==> config.mk <==
export PLATFORM = sky130hd
export DESIGN_NAME = posit_operand_sequencer_flat
export DESIGN_NICKNAME = d
export VERILOG_FILES = /design/src/rtl/posit_operand_sequencer_if.sv /design/src/rtl/posit_operand_sequencer.sv /design/src/flat_wrapper.sv
export SDC_FILE = /design/constraint.sdc
export NUM_CORES = 1
export LEC_CHECK = 0
export CORE_MARGIN = 10
export CORE_UTILIZATION = 41
export DETAILED_ROUTE_END_ITERATION = 8
export PLACE_DENSITY = 0.77
export RECOVER_POWER = 25
export SLEW_MARGIN = 20
export SYNTH_ARGS = -nofsm -noshare
export SYNTH_HDL_FRONTEND = slang
export SYNTH_SLANG_ARGS = --single-unit
export TNS_END_PERCENT = 50
==> constraint.sdc <==
create_clock -name clk -period 1.95 [get_ports clk]
set_clock_uncertainty 0.1 [all_clocks]
set_input_delay 0.39 -clock clk [delete_from_list [all_inputs] [get_ports clk]]
set_output_delay 0.39 -clock clk [all_outputs]
set_load 0.01 [all_outputs]
==> src/rtl/posit_operand_sequencer_if.sv <==
// Operand-pair request and decoded-result handshake between a client and the posit operand sequencer.
interface posit_operand_sequencer_if;
    logic               in_valid;
    logic               in_ready;
    logic [31:0]        posit_a;
    logic [31:0]        posit_b;

    logic               out_valid;
    logic               out_ready;
    logic               out_err;

    logic               a_sign;
    logic               a_zero;
    logic               a_nar;
    logic signed [5:0]  a_k;
    logic [2:0]         a_exp;
    logic [31:0]        a_mant;

    logic               b_sign;
    logic               b_zero;
    logic               b_nar;
    logic signed [5:0]  b_k;
    logic [2:0]         b_exp;
    logic [31:0]        b_mant;

    modport master (
        output in_valid, posit_a, posit_b, out_ready,
        input  in_ready, out_valid, out_err,
        input  a_sign, a_zero, a_nar, a_k, a_exp, a_mant,
        input  b_sign, b_zero, b_nar, b_k, b_exp, b_mant
    );

    modport slave (
        input  in_valid, posit_a, posit_b, out_ready,
        output in_ready, out_valid, out_err,
        output a_sign, a_zero, a_nar, a_k, a_exp, a_mant,
        output b_sign, b_zero, b_nar, b_k, b_exp, b_mant
    );
endinterface

==> src/rtl/posit_operand_sequencer.sv <==
// Feeds posit_a then posit_b through a shared posit decoder, captures both decodes
// and presents them on a valid/ready result port, aborting with out_err on a stalled decoder.
module posit_operand_sequencer #(
    parameter int TIMEOUT = 63
) (
    input  logic                     clk,
    input  logic                     rst,
    posit_operand_sequencer_if.slave bus,
    output logic [31:0]              dec_posit_num,
    output logic                     dec_start,
    output logic                     dec_received,
    input  logic                     dec_done,
    input  logic                     dec_sign,
    input  logic                     dec_zero,
    input  logic                     dec_nar,
    input  logic signed [5:0]        dec_k,
    input  logic [2:0]               dec_exp,
    input  logic [31:0]              dec_mant
);
    typedef enum logic [2:0] {
        IDLE, START_A, WAIT_A, REL_A, START_B, WAIT_B, REL_B, OUT
    } state_t;

    localparam logic [6:0] TIMEOUT_CNT = 7'(TIMEOUT);

    state_t      state;
    logic [31:0] hold_b;
    logic [6:0]  wd_cnt;

    // dec_posit_num doubles as the hold register for operand A, so only B needs its own copy.
    always_ff @(posedge clk or negedge rst) begin
        if (!rst) begin
            state         <= IDLE;
            hold_b        <= '0;
            wd_cnt        <= '0;
            dec_posit_num <= '0;
            dec_start     <= 1'b0;
            dec_received  <= 1'b0;
            bus.in_ready  <= 1'b0;
            bus.out_valid <= 1'b0;
            bus.out_err   <= 1'b0;
            bus.a_sign    <= 1'b0;
            bus.a_zero    <= 1'b0;
            bus.a_nar     <= 1'b0;
            bus.a_k       <= '0;
            bus.a_exp     <= '0;
            bus.a_mant    <= '0;
            bus.b_sign    <= 1'b0;
            bus.b_zero    <= 1'b0;
            bus.b_nar     <= 1'b0;
            bus.b_k       <= '0;
            bus.b_exp     <= '0;
            bus.b_mant    <= '0;
        end else begin
            case (state)
                IDLE: begin
                    if (bus.in_ready && bus.in_valid) begin
                        dec_posit_num <= bus.posit_a;
                        hold_b        <= bus.posit_b;
                        dec_start     <= 1'b1;
                        bus.in_ready  <= 1'b0;
                        state         <= START_A;
                    end else begin
                        bus.in_ready  <= 1'b1;
                    end
                end

                START_A, START_B: begin
                    dec_start <= 1'b0;
                    wd_cnt    <= '0;
                    state     <= (state == START_A) ? WAIT_A : WAIT_B;
                end

                // A stalled A operand leaves B undecoded too, so both sides are cleared.
                WAIT_A: begin
                    if (dec_done) begin
                        bus.a_sign   <= dec_sign;
                        bus.a_zero   <= dec_zero;
                        bus.a_nar    <= dec_nar;
                        bus.a_k      <= dec_k;
                        bus.a_exp    <= dec_exp;
                        bus.a_mant   <= dec_mant;
                        dec_received <= 1'b1;
                        state        <= REL_A;
                    end else if (wd_cnt == TIMEOUT_CNT) begin
                        bus.a_sign    <= 1'b0;
                        bus.a_zero    <= 1'b0;
                        bus.a_nar     <= 1'b0;
                        bus.a_k       <= '0;
                        bus.a_exp     <= '0;
                        bus.a_mant    <= '0;
                        bus.b_sign    <= 1'b0;
                        bus.b_zero    <= 1'b0;
                        bus.b_nar     <= 1'b0;
                        bus.b_k       <= '0;
                        bus.b_exp     <= '0;
                        bus.b_mant    <= '0;
                        bus.out_err   <= 1'b1;
                        bus.out_valid <= 1'b1;
                        state         <= OUT;
                    end else begin
                        wd_cnt <= wd_cnt + 7'd1;
                    end
                end

                WAIT_B: begin
                    if (dec_done) begin
                        bus.b_sign   <= dec_sign;
                        bus.b_zero   <= dec_zero;
                        bus.b_nar    <= dec_nar;
                        bus.b_k      <= dec_k;
                        bus.b_exp    <= dec_exp;
                        bus.b_mant   <= dec_mant;
                        dec_received <= 1'b1;
                        state        <= REL_B;
                    end else if (wd_cnt == TIMEOUT_CNT) begin
                        bus.b_sign    <= 1'b0;
                        bus.b_zero    <= 1'b0;
                        bus.b_nar     <= 1'b0;
                        bus.b_k       <= '0;
                        bus.b_exp     <= '0;
                        bus.b_mant    <= '0;
                        bus.out_err   <= 1'b1;
                        bus.out_valid <= 1'b1;
                        state         <= OUT;
                    end else begin
                        wd_cnt <= wd_cnt + 7'd1;
                    end
                end

                // The decoder holds done one cycle past the acknowledge; the next start waits for it to drop.
                REL_A: begin
                    if (!dec_done) begin
                        dec_received  <= 1'b0;
                        dec_posit_num <= hold_b;
                        dec_start     <= 1'b1;
                        state         <= START_B;
                    end
                end

                REL_B: begin
                    if (!dec_done) begin
                        dec_received  <= 1'b0;
                        bus.out_valid <= 1'b1;
                        state         <= OUT;
                    end
                end

                OUT: begin
                    if (bus.out_ready) begin
                        bus.out_valid <= 1'b0;
                        bus.out_err   <= 1'b0;
                        bus.in_ready  <= 1'b1;
                        state         <= IDLE;
                    end
                end

                default: state <= IDLE;
            endcase
        end
    end
endmodule

==> src/flat_wrapper.sv <==
// flat-port wrapper written by rule: the top's interface ports become plain ports
module posit_operand_sequencer_flat 
#(
    parameter int TIMEOUT = 63
)
  (clk, rst, dec_posit_num, dec_start, dec_received, dec_done, dec_sign, dec_zero, dec_nar, dec_k, dec_exp, dec_mant, bus_in_valid, bus_posit_a, bus_posit_b, bus_out_ready, bus_in_ready, bus_out_valid, bus_out_err, bus_a_sign, bus_a_zero, bus_a_nar, bus_a_k, bus_a_exp, bus_a_mant, bus_b_sign, bus_b_zero, bus_b_nar, bus_b_k, bus_b_exp, bus_b_mant);
  posit_operand_sequencer_if bus_i ();
  input  logic clk;
  input  logic rst;
  output logic [31:0] dec_posit_num;
  output logic dec_start;
  output logic dec_received;
  input  logic dec_done;
  input  logic dec_sign;
  input  logic dec_zero;
  input  logic dec_nar;
  input  logic signed [5:0] dec_k;
  input  logic [2:0] dec_exp;
  input  logic [31:0] dec_mant;
  input wire logic [$bits(bus_i.in_valid)-1:0] bus_in_valid;
  input wire logic [$bits(bus_i.posit_a)-1:0] bus_posit_a;
  input wire logic [$bits(bus_i.posit_b)-1:0] bus_posit_b;
  input wire logic [$bits(bus_i.out_ready)-1:0] bus_out_ready;
  output wire logic [$bits(bus_i.in_ready)-1:0] bus_in_ready;
  output wire logic [$bits(bus_i.out_valid)-1:0] bus_out_valid;
  output wire logic [$bits(bus_i.out_err)-1:0] bus_out_err;
  output wire logic [$bits(bus_i.a_sign)-1:0] bus_a_sign;
  output wire logic [$bits(bus_i.a_zero)-1:0] bus_a_zero;
  output wire logic [$bits(bus_i.a_nar)-1:0] bus_a_nar;
  output wire logic [$bits(bus_i.a_k)-1:0] bus_a_k;
  output wire logic [$bits(bus_i.a_exp)-1:0] bus_a_exp;
  output wire logic [$bits(bus_i.a_mant)-1:0] bus_a_mant;
  output wire logic [$bits(bus_i.b_sign)-1:0] bus_b_sign;
  output wire logic [$bits(bus_i.b_zero)-1:0] bus_b_zero;
  output wire logic [$bits(bus_i.b_nar)-1:0] bus_b_nar;
  output wire logic [$bits(bus_i.b_k)-1:0] bus_b_k;
  output wire logic [$bits(bus_i.b_exp)-1:0] bus_b_exp;
  output wire logic [$bits(bus_i.b_mant)-1:0] bus_b_mant;
  assign bus_i.in_valid = bus_in_valid;
  assign bus_i.posit_a = bus_posit_a;
  assign bus_i.posit_b = bus_posit_b;
  assign bus_i.out_ready = bus_out_ready;
  assign bus_in_ready = bus_i.in_ready;
  assign bus_out_valid = bus_i.out_valid;
  assign bus_out_err = bus_i.out_err;
  assign bus_a_sign = bus_i.a_sign;
  assign bus_a_zero = bus_i.a_zero;
  assign bus_a_nar = bus_i.a_nar;
  assign bus_a_k = bus_i.a_k;
  assign bus_a_exp = bus_i.a_exp;
  assign bus_a_mant = bus_i.a_mant;
  assign bus_b_sign = bus_i.b_sign;
  assign bus_b_zero = bus_i.b_zero;
  assign bus_b_nar = bus_i.b_nar;
  assign bus_b_k = bus_i.b_k;
  assign bus_b_exp = bus_i.b_exp;
  assign bus_b_mant = bus_i.b_mant;
  posit_operand_sequencer #(.TIMEOUT(TIMEOUT)) u_core (.clk(clk), .rst(rst), .bus(bus_i), .dec_posit_num(dec_posit_num), .dec_start(dec_start), .dec_received(dec_received), .dec_done(dec_done), .dec_sign(dec_sign), .dec_zero(dec_zero), .dec_nar(dec_nar), .dec_k(dec_k), .dec_exp(dec_exp), .dec_mant(dec_mant));
endmodule
# --- Word level (Yosys, flattened, before mapping) ---
# Index checks and enable logic that the tools add are counted.
totals:
  regBits: 167
  elab_cells: 128
  out_inout_bits: 125
op_classes:
  reduce_logical: 25
  eq_ne: 18
  add_sub_neg: 1
  muxes: 63
ops:
  columns: ["cell", "n"]
  rows:
  - ["2-to-1 mux 32 bit", 7]
  - ["one-hot mux 32 bit (2 select lines)", 2]
  - ["2-to-1 mux 3 bit", 13]
  - ["2-to-1 mux 6 bit", 5]
  - ["2-to-1 mux 1 bit", 22]
  - ["one-hot mux 3 bit (7 select lines)", 1]
  - ["2-to-1 mux 7 bit", 2]
  - ["inequality test 2 bit, second input constant", 7]
  - ["one-hot mux 7 bit (2 select lines)", 1]
  - ["nonzero test 2 bit", 7]
  - ["== test 3 bit, second input constant", 4]
  - ["one-hot mux 1 bit (2 select lines)", 6]
  - ["one-hot mux 6 bit (2 select lines)", 1]
  - ["AND reduction 3 bit", 4]
  - ["AND reduction 2 bit", 4]
  - ["AND reduction 4 bit", 2]
  - ["adder 7 x 1 -> 7 bit, second input constant", 1]
  - ["== test 7 x 6 -> 1 bit, second input constant", 1]
  - ["== test 3 x 2 -> 1 bit, second input constant", 2]
  - ["inequality test 2 x 1 -> 1 bit, second input constant", 3]
  - ["one-hot mux 1 bit (3 select lines)", 2]
  - ["one-hot mux 3 bit (2 select lines)", 1]
  - ["nonzero test 3 bit", 2]
  - ["OR reduction 2 bit", 3]
  - ["4 further kinds", 4]

# --- Longest topological paths before layout ---
# Gate-level depths: netlist (run 1).
logic_depth:
  depth_word: 4
  depth_mapped: 7
  ltp_nobuf: 5

# --- Worst setup path after synthesis (run 1) ---
# No wires, ideal clock.
synth_path:
  path_kind: "register to register"
  start: "reg u_core.wd_cnt[0]"
  end: "reg u_core.wd_cnt[5]"
  required_ns: 1.781
  setup_slack_ns: -0.178
  period_less_slack_ns: 2.128
  t_arrival_ns: 1.959
  stages_incl_launch_ff: 7
  cell_sequence: "dfrtp_1 > ha_1 > and4b_1 > buf_6 > or4_4 > or4b_1 > nand3_1"
synth_via:
  elab_chain_len: 4
synth_lines:
  columns: ["item", "line", "rtl"]
  rows:
  - ["from (decl)", "posit_operand_sequencer.sv:28", "logic [6:0] wd_cnt;"]
  - ["from (signal assigned)", "posit_operand_sequencer.sv:102", "wd_cnt <= wd_cnt + 7'd1;"]
  - ["from (signal assigned)", "posit_operand_sequencer.sv:127", "wd_cnt <= wd_cnt + 7'd1;"]
  - ["adder 7 x 1 -> 7 bit", "posit_operand_sequencer.sv:102, posit_operand_sequencer.sv:127", null]
  - ["2-to-1 mux 7 bit", "posit_operand_sequencer.sv:85, posit_operand_sequencer.sv:116", null]
  - ["2-to-1 mux 7 bit", "posit_operand_sequencer.sv:107", "if (dec_done) begin"]
  - ["one-hot mux 7 bit (2 select lines)", "posit_operand_sequencer.sv:55", "case (state)"]
# Several ways; a longest one is shown, not always the timed one. The select of a mux whose other input is x is not followed.
# A chain may end at the register's enable or synchronous reset.

# --- Final worst setup path (run 1) ---
layout_path:
  start: "reg u_core.wd_cnt[1]"
  end: "reg u_core.wd_cnt[5]"
# The elaborated chain is that of the path after synthesis.

==> flow_metrics.env, run 1 <==
export IMPL_cts_root_buf="clkbuf_16"
export IMPL_grt_max_degree=47
export IMPL_switching_share=0.329
export IMPL_hpwl_um=15200
export IMPL_timing_rr_end="u_core.wd_cnt[5]$_DFFE_PN0P_"
export IMPL_cap_violations=0
export IMPL_drt_iter0_drc=334
export IMPL_ir_worst_vdd_mv=0.887
export IMPL_worstSkewPairLatency_ns=0.42
export IMPL_via_per_inst=5.45
export IMPL_grt_pass1_vias=6116
export IMPL_fin_crit_ns=2.00
export IMPL_crit_path_start="u_core.wd_cnt[1]$_DFFE_PN0P_"
export IMPL_clock_fmax_ghz=0.501
export IMPL_final_max_slew_viol_count=0
export IMPL_avgSynthCellArea_um2=12.5
export IMPL_start_util=0.415
export IMPL_grt_antenna_before_repair=1
export IMPL_track_usage=0.191
export IMPL_synth_edf_count=0
export IMPL_wl_um=22400
export IMPL_syn_cell_area_mm2=0.00681
export IMPL_post_synth_fa_ha_maj_area_fraction=0.00184
export IMPL_layout_setup_ws_ns=-0.0473
export IMPL_routedWlPerCell_um=21.5
export IMPL_violations="negative setup slack"
export IMPL_num_io_pins=238
export IMPL_synthCells=544
export IMPL_arrival_ns=2.25
export IMPL_syn_nets=658
export IMPL_synth_simple_area_share=0.0680
export IMPL_seqPwrFrac=0.351
export IMPL_seqCellArea_mm2=0.00418
export IMPL_finish_instance_area_mm2=0.0106
export IMPL_crit_type="flop to flop"
export IMPL_pwr_density_cell_mw_per_mm2=1590
export IMPL_p_leak_uw=0.00472
export IMPL_path_clk_slew_ns=0.06
export IMPL_intPower_uw=11300
export IMPL_route_detailed_drc=0
export IMPL_synth_seq_area_share=0.614
export IMPL_nets=925
export IMPL_coreArea_mm2=0.0164
export IMPL_period_share=1.02
export IMPL_rsz0062_at_grt="yes"
export IMPL_cp_endpoint="u_core.wd_cnt[5]$_DFFE_PN0P_"
export IMPL_combPwrFrac=0.447
export IMPL_setup_violations=1
export IMPL_reg2reg_slack_ns=-0.05
export IMPL_start_kind="flop"
export IMPL_finalHoldViolations=0
export IMPL_dieArea_mm2=0.0222
export IMPL_vias=5678
export IMPL_htree_num_levels=4
export IMPL_power_switching_uw=5530
export IMPL_required_ns=2.21
export IMPL_die_x_um=149
export IMPL_cts_sinks=167
export IMPL_slew_limit_headroom=0.224
export IMPL_synth_mux_area_frac=0.101
export IMPL_multi_input_area_mm2=0.00247
export IMPL_syn2layout_area_growth_pct=55.1
export IMPL_yosys_area_share_xor_xnor=0
export IMPL_synth_cell_types=46
export IMPL_num_rows=47
export IMPL_hold_class="flop to flop"
export IMPL_nFillCells=1189
export IMPL_port_buffers=237
export IMPL_tritoncts="done"
export IMPL_synth_compound_area_share=0.183
export IMPL_fin_setup_tns_ns=-0.0473
export IMPL_endpoint_kind="flop"
export IMPL_placed_cell_area_mm2=0.00967
export IMPL_crit_reg2reg_launch="u_core.wd_cnt[1]$_DFFE_PN0P_"
export IMPL_crit_fanout=2
export IMPL_ys_seq_elements=167
export IMPL_firstDrtPassIters=5
export IMPL_cts_buffers=17
export IMPL_r2r_cells=5
export IMPL_drive_gt1_frac=0.158
export IMPL_yosys_warnings=0
export IMPL_async_flop_share=1.00
export IMPL_grt_pass1_wl_um=33700
export IMPL_grt_overflow_total=0
export IMPL_gp_congestion=0.884
export IMPL_tightestPinTransition_ns=1.16
export IMPL_status="finished with violations"
export IMPL_synth_top_family_by_area="compound AO/OA/AOI/OAI gates"
export IMPL_clock_power_share=0.203
export IMPL_clock_path_buffers=2
export IMPL_synthFlopType="dfrtp_1"
export IMPL_die_h_um=149
export IMPL_drtAntennaViolNets=0
## layer usage
layer	track usage	part of all wire	up-vias	routed length [um]
li1	-	-	2556	-
met4	0.0554	0.019	0	423
met2	0.303	0.47	306	10600
met1	0.221	0.39	2787	8750
met3	0.0989	0.12	29	2650
met5	0	0	-	0
## state kept, by name, summed over array words and instances (netlist names)
signal	flops
u_core.bus.in_ready	1
u_core.dec_start	1
u_core.bus.b_zero	1
u_core.bus.b_mant	32
u_core.dec_posit_num	32
u_core.bus.b_k	6
u_core.bus.out_valid	1
u_core.bus.a_sign	1
u_core.bus.out_err	1
u_core.state	3
u_core.wd_cnt	7
u_core.bus.b_nar	1
u_core.bus.a_zero	1
u_core.bus.a_k	6
u_core.bus.b_exp	3
u_core.hold_b	32
u_core.bus.b_sign	1
u_core.bus.a_nar	1
u_core.bus.a_mant	32
u_core.bus.a_exp	3
u_core.dec_received	1
## area by class of cell
type	instances	share of cell area
Tap cell	220	0.0261
Clock inverter	11	0.0141
Timing Repair Buffer	290	0.286
Antenna cell	1	0.000237
Multi-Input combinational cell	330	0.234
Inverter	5	0.00178
Sequential cell	167	0.396
Clock buffer	18	0.0416
## cell usage after synthesis, drive strengths merged, types with 3 or more instances
master,instances,area share
a21oi,42,0.031
a22o,89,0.11
and2,3,0.0028
and3,5,0.0046
buf,16,0.014
clkbuf,26,0.014
dfrtp,167,0.61
inv,5,0.0028
mux2,32,0.053
mux2i,33,0.049
nand2,13,0.0072
nand2b,3,0.0028
nand3,7,0.0051
nor2,50,0.028
nor3,3,0.0022
o211ai,4,0.0044
o21ai,10,0.0074
o22ai,4,0.0046
## kinds of logic after synthesis
kind of cell,Yosys count
muxes,65
and+or+nand+nor,97
DFF,167
adders and majority gates,1
AOI/OAI and AO/OA,167
buffers and inverters,47
## worst max-delay path: stages, from the launching register on
cell and delay [ns]:
dfrtp_1 0.39, ha_2 0.20, and4b_1 0.19, or4_4 0.49, or4b_1 0.47, nand3_1 0.09
## worst min-delay path by stage
| stage | from | to | slack (ns) | depth (start not counted) |
|---|---|---|---|---|
| 2_1_floorplan | rst | u_core.bus.a_exp[0]$_DFFE_PN0P_ | -0.006 | 0 |
| 3_3_place_gp | rst | u_core.hold_b[14]$_DFFE_PN0P_ | 0.25 | 1 |
| 3_5_place_dp | rst | u_core.dec_posit_num[15]$_DFFE_PN0P_ | 0.25 | 1 |
| 4_1_cts | rst | u_core.dec_posit_num[15]$_DFFE_PN0P_ | 0.38 | 2 |
| 5_1_grt | u_core.hold_b[4]$_DFFE_PN0P_ | u_core.hold_b[4]$_DFFE_PN0P_ | 0.42 | 1 |
| 6_report | u_core.hold_b[5]$_DFFE_PN0P_ | u_core.hold_b[5]$_DFFE_PN0P_ | 0.41 | 1 |
## layout by cell type, fill, tap and decap left out, types with 3 or more instances in the layout
cell | netlist | final
nand2b_1 | 3 | 3
o21ai_0 | 10 | 9
nand2_1 | 13 | 12
a21oi_1 | 42 | 41
buf_4 | 4 | 29
and3_1 | 5 | 4
a22o_1 | 89 | 89
clkdlybuf4s50_1 | 0 | 233
clkinvlp_4 | 0 | 3
nand3_1 | 7 | 6
nor2_2 | 0 | 3
dlymetal6s2s_1 | 0 | 3
buf_12 | 0 | 9
clkbuf_16 | 0 | 22
mux2i_1 | 33 | 33
mux2_2 | 32 | 32
bufinv_16 | 0 | 3
buf_6 | 2 | 4
nor3_1 | 3 | 3
dfrtp_1 | 167 | 167
nor2_1 | 50 | 47
inv_1 | 5 | 5
and2_1 | 3 | 3
o22ai_1 | 3 | 3
o211ai_1 | 4 | 4
## timing repair
| action | in CTS | in global routing |
|---|---|---|
| pin swaps | 3 | 1 |
| gates resized for setup | 8 | 14 |
| buffers inserted | 4 | 5 |
| hold buffers | 1 | 0 |
| endpoints found under the hold margin | 39 | 0 |
| endpoints found under the setup margin | 50 | 128 |
| cloned | 2 | 5 |
## power by group through the flow
stage	Clock [uW]	Combinational, uW	Sequential, uW
floorplan	0	2810	6330
CTS	3450	7350	5890
global route	3600	8060	6060
detailed placement	0	7120	5900
global placement	0	6900	5840
finish	3400	7510	5890
## stage by stage
| stage | utilization | hold WS, ns | std cells | setup WS [ns] | total power (uW) |
|---|---|---|---|---|---|
| final | 0.643 | 0.406 | 1042 | -0.0473 | 16800 |
| after global routing | 0.643 | 0.424 | 1042 | -0.0953 | 17700 |
| after CTS | 0.633 | 0.376 | 1032 | -0.0355 | 16700 |
| after detailed placement | 0.589 | 0.253 | 996 | -0.134 | 13000 |
| after global placement | 0.589 | 0.250 | 996 | -0.162 | 12700 |
| after floorplan | - | -0.00559 | 544 | -0.123 | 9140 |
No activity file was read; power rests on OpenSTA's default activity.
==> run 2: changes to the inputs <==
- CORE_UTILIZATION: 41 -> 42
- CTS_BUF_LIST: default -> sky130_fd_sc_hd__clkbuf_2
- PLACE_DENSITY: 0.77 -> 0.78
==> flow_metrics.env, run 2 (synthesized netlist as in run 1, its figures left out) <==
export IMPL_status="finished with violations"
export IMPL_violations="negative setup slack"
export IMPL_syn2layout_area_growth_pct=42.9
export IMPL_num_rows=46
export IMPL_final_cells=1056
export IMPL_port_buffers=237
export IMPL_reg2reg_slack_ns=-0.10
export IMPL_layout_commonest_cell="dfrtp_1"
export IMPL_setup_violations=1
export IMPL_seqCellArea_mm2=0.00418
export IMPL_coreArea_mm2=0.0159
export IMPL_via_per_inst=5.47
export IMPL_htree_num_levels=4
export IMPL_timing_rr_end="u_core.wd_cnt[5]$_DFFE_PN0P_"
export IMPL_start_util=0.428
export IMPL_tritoncts="done"
export IMPL_crit_reg2reg_launch="u_core.wd_cnt[1]$_DFFE_PN0P_"
export IMPL_fin_crit_ns=2.05
export IMPL_nFillCells=1302
export IMPL_clock_fmax_ghz=0.487
export IMPL_finalHoldViolations=0
export IMPL_dieArea_mm2=0.0217
export IMPL_r2r_cells=5
export IMPL_crit_type="flop to flop"
export IMPL_rsz0062_at_grt="yes"
export IMPL_slew_limit_headroom=0.428
export IMPL_cts_buffers=17
export IMPL_pwr_density_cell_mw_per_mm2=1500
export IMPL_diodes=0
export IMPL_cts_sinks=167
export IMPL_track_usage=0.193
export IMPL_firstDrtPassIters=5
export IMPL_hold_class="primary input to flop"
export IMPL_drtAntennaViolNets=0
export IMPL_hold_end="u_core.hold_b[28]$_DFFE_PN0P_"
export IMPL_drt_iter0_drc=399
export IMPL_hp_start="bus_posit_b[28]"
export IMPL_grt_pass1_wl_um=33600
export IMPL_layout_setup_ws_ns=-0.102
export IMPL_route_detailed_drc=0
export IMPL_fin_setup_tns_ns=-0.102
export IMPL_nets=941
export IMPL_layout_common_cells="dfrtp_1, clkdlybuf4s50_1, buf_2, a22o_1, buf_4"
export IMPL_grt_max_degree=65
export IMPL_multi_input_area_mm2=0.00245
export IMPL_gp_congestion=0.900
export IMPL_period_share=1.05
export IMPL_drive_gt1_frac=0.319
export IMPL_endpoint_kind="flop"
export IMPL_ir_worst_vdd_mv=0.835
export IMPL_hpwl_um=14900
export IMPL_grt_pass1_vias=6026
export IMPL_final_max_slew_viol_count=0
export IMPL_dp_cells=984
export IMPL_p_leak_uw=0.00472
export IMPL_num_io_pins=238
export IMPL_clock_path_buffers=2
export IMPL_crit_fanout=2
export IMPL_cap_violations=0
export IMPL_arrival_ns=2.59
export IMPL_path_clk_slew_ns=0.27
export IMPL_grt_overflow_total=0
export IMPL_required_ns=2.49
export IMPL_die_h_um=147
export IMPL_cts_root_buf="clkbuf_2"
export IMPL_holdPathStages=2
export IMPL_die_x_um=147
export IMPL_vias=5776
export IMPL_grt_antenna_before_repair=0
export IMPL_routedWlPerCell_um=20.9
export IMPL_worstSkewPairLatency_ns=0.74
export IMPL_tightestPinTransition_ns=0.858
export IMPL_start_kind="flop"
export IMPL_wl_um=22100
## run 2: cell types whose count changed in the layout (fill, tap and decap cells not counted), sizes merged
cell,delta
clkinvlp,-2
bufinv,+1
dlymetal6s2s,-3
dlygate4sd3,+1
clkdlybuf4s50,-122
clkbuf,+7
diode,-1
inv,+3
buf,+134
## run 2: worst max-delay path by stage
| stage | start | to | slack [ns] | cells past startpoint |
|---|---|---|---|---|
| 2_1_floorplan | u_core.wd_cnt[0]$_DFFE_PN0P_ | u_core.wd_cnt[5]$_DFFE_PN0P_ | -0.12 | 6 |
| 6_report | u_core.wd_cnt[1]$_DFFE_PN0P_ | u_core.wd_cnt[5]$_DFFE_PN0P_ | -0.10 | 5 |
| 3_3_place_gp | dec_done | u_core.wd_cnt[5]$_DFFE_PN0P_ | -0.15 | 4 |
| 4_1_cts | u_core.wd_cnt[1]$_DFFE_PN0P_ | u_core.wd_cnt[5]$_DFFE_PN0P_ | -0.08 | 5 |
| 3_5_place_dp | dec_done | u_core.wd_cnt[5]$_DFFE_PN0P_ | -0.14 | 4 |
| 5_1_grt | u_core.wd_cnt[0]$_DFFE_PN0P_ | u_core.wd_cnt[5]$_DFFE_PN0P_ | -0.12 | 5 |
## run 2: layout make-up
type	instances	area share
clock inverters	13	0.0198
clock buffers	19	0.00978
well taps	216	0.0278
repair buffers	306	0.259
flip-flops and latches	167	0.430
inverters	5	0.00193
multi-input cells	330	0.252
## run 2: report_power, final
group          leakage [uW]  internal [uW]  switching (uW)
registers           0.00206           4970             882
logic               0.00249           3400            3260
clock network      0.000172            877            1240
total               0.00472           9240            5380
## run 2: critical path: stages (launching register included)
cell     delay, ns
dfrtp_1       0.46
ha_2          0.18
and4b_1       0.19
or4_4         0.48
or4b_1        0.47
nand3_1       0.08
## run 2: stage by stage
| stage | utilization | hold WS (ns) | total power, uW | setup WS [ns] | instance area, um2 |
|---|---|---|---|---|---|
| after floorplan | - | -0.00559 | 9140 | -0.123 | 6810 |
| after global placement | 0.604 | 0.218 | 12700 | -0.146 | 9600 |
| after detailed placement | 0.604 | 0.223 | 12900 | -0.142 | 9600 |
| after CTS | 0.604 | 0.0690 | 14400 | -0.0821 | 9590 |
| after global routing | 0.612 | 0.0443 | 15600 | -0.125 | 9720 |
| final | 0.612 | 0.156 | 14600 | -0.102 | 9720 |
## run 2: timing repair
| action | in CTS | in global routing |
|---|---|---|
| setup buffers | 28 | 5 |
| setup endpoints to repair | 146 | 110 |
| hold buffers | 3 | 0 |
| gates cloned | 0 | 4 |
| resized for setup | 481 | 35 |
| pin swaps | 3 | 1 |
| endpoints found under the hold margin | 167 | 0 |
## run 2: per-layer routing
layer	share of wire	track usage	up-vias
met5	0	0	-
met4	0.012	0.0590	0
met3	0.10	0.0937	22
met2	0.49	0.304	267
met1	0.40	0.227	2899
li1	-	-	2588
==> run 3: changes to the inputs <==
- CAP_MARGIN: default -> 20
==> results of run 3 <==
The final DEF is identical to that of run 2; final timing and power are the same.
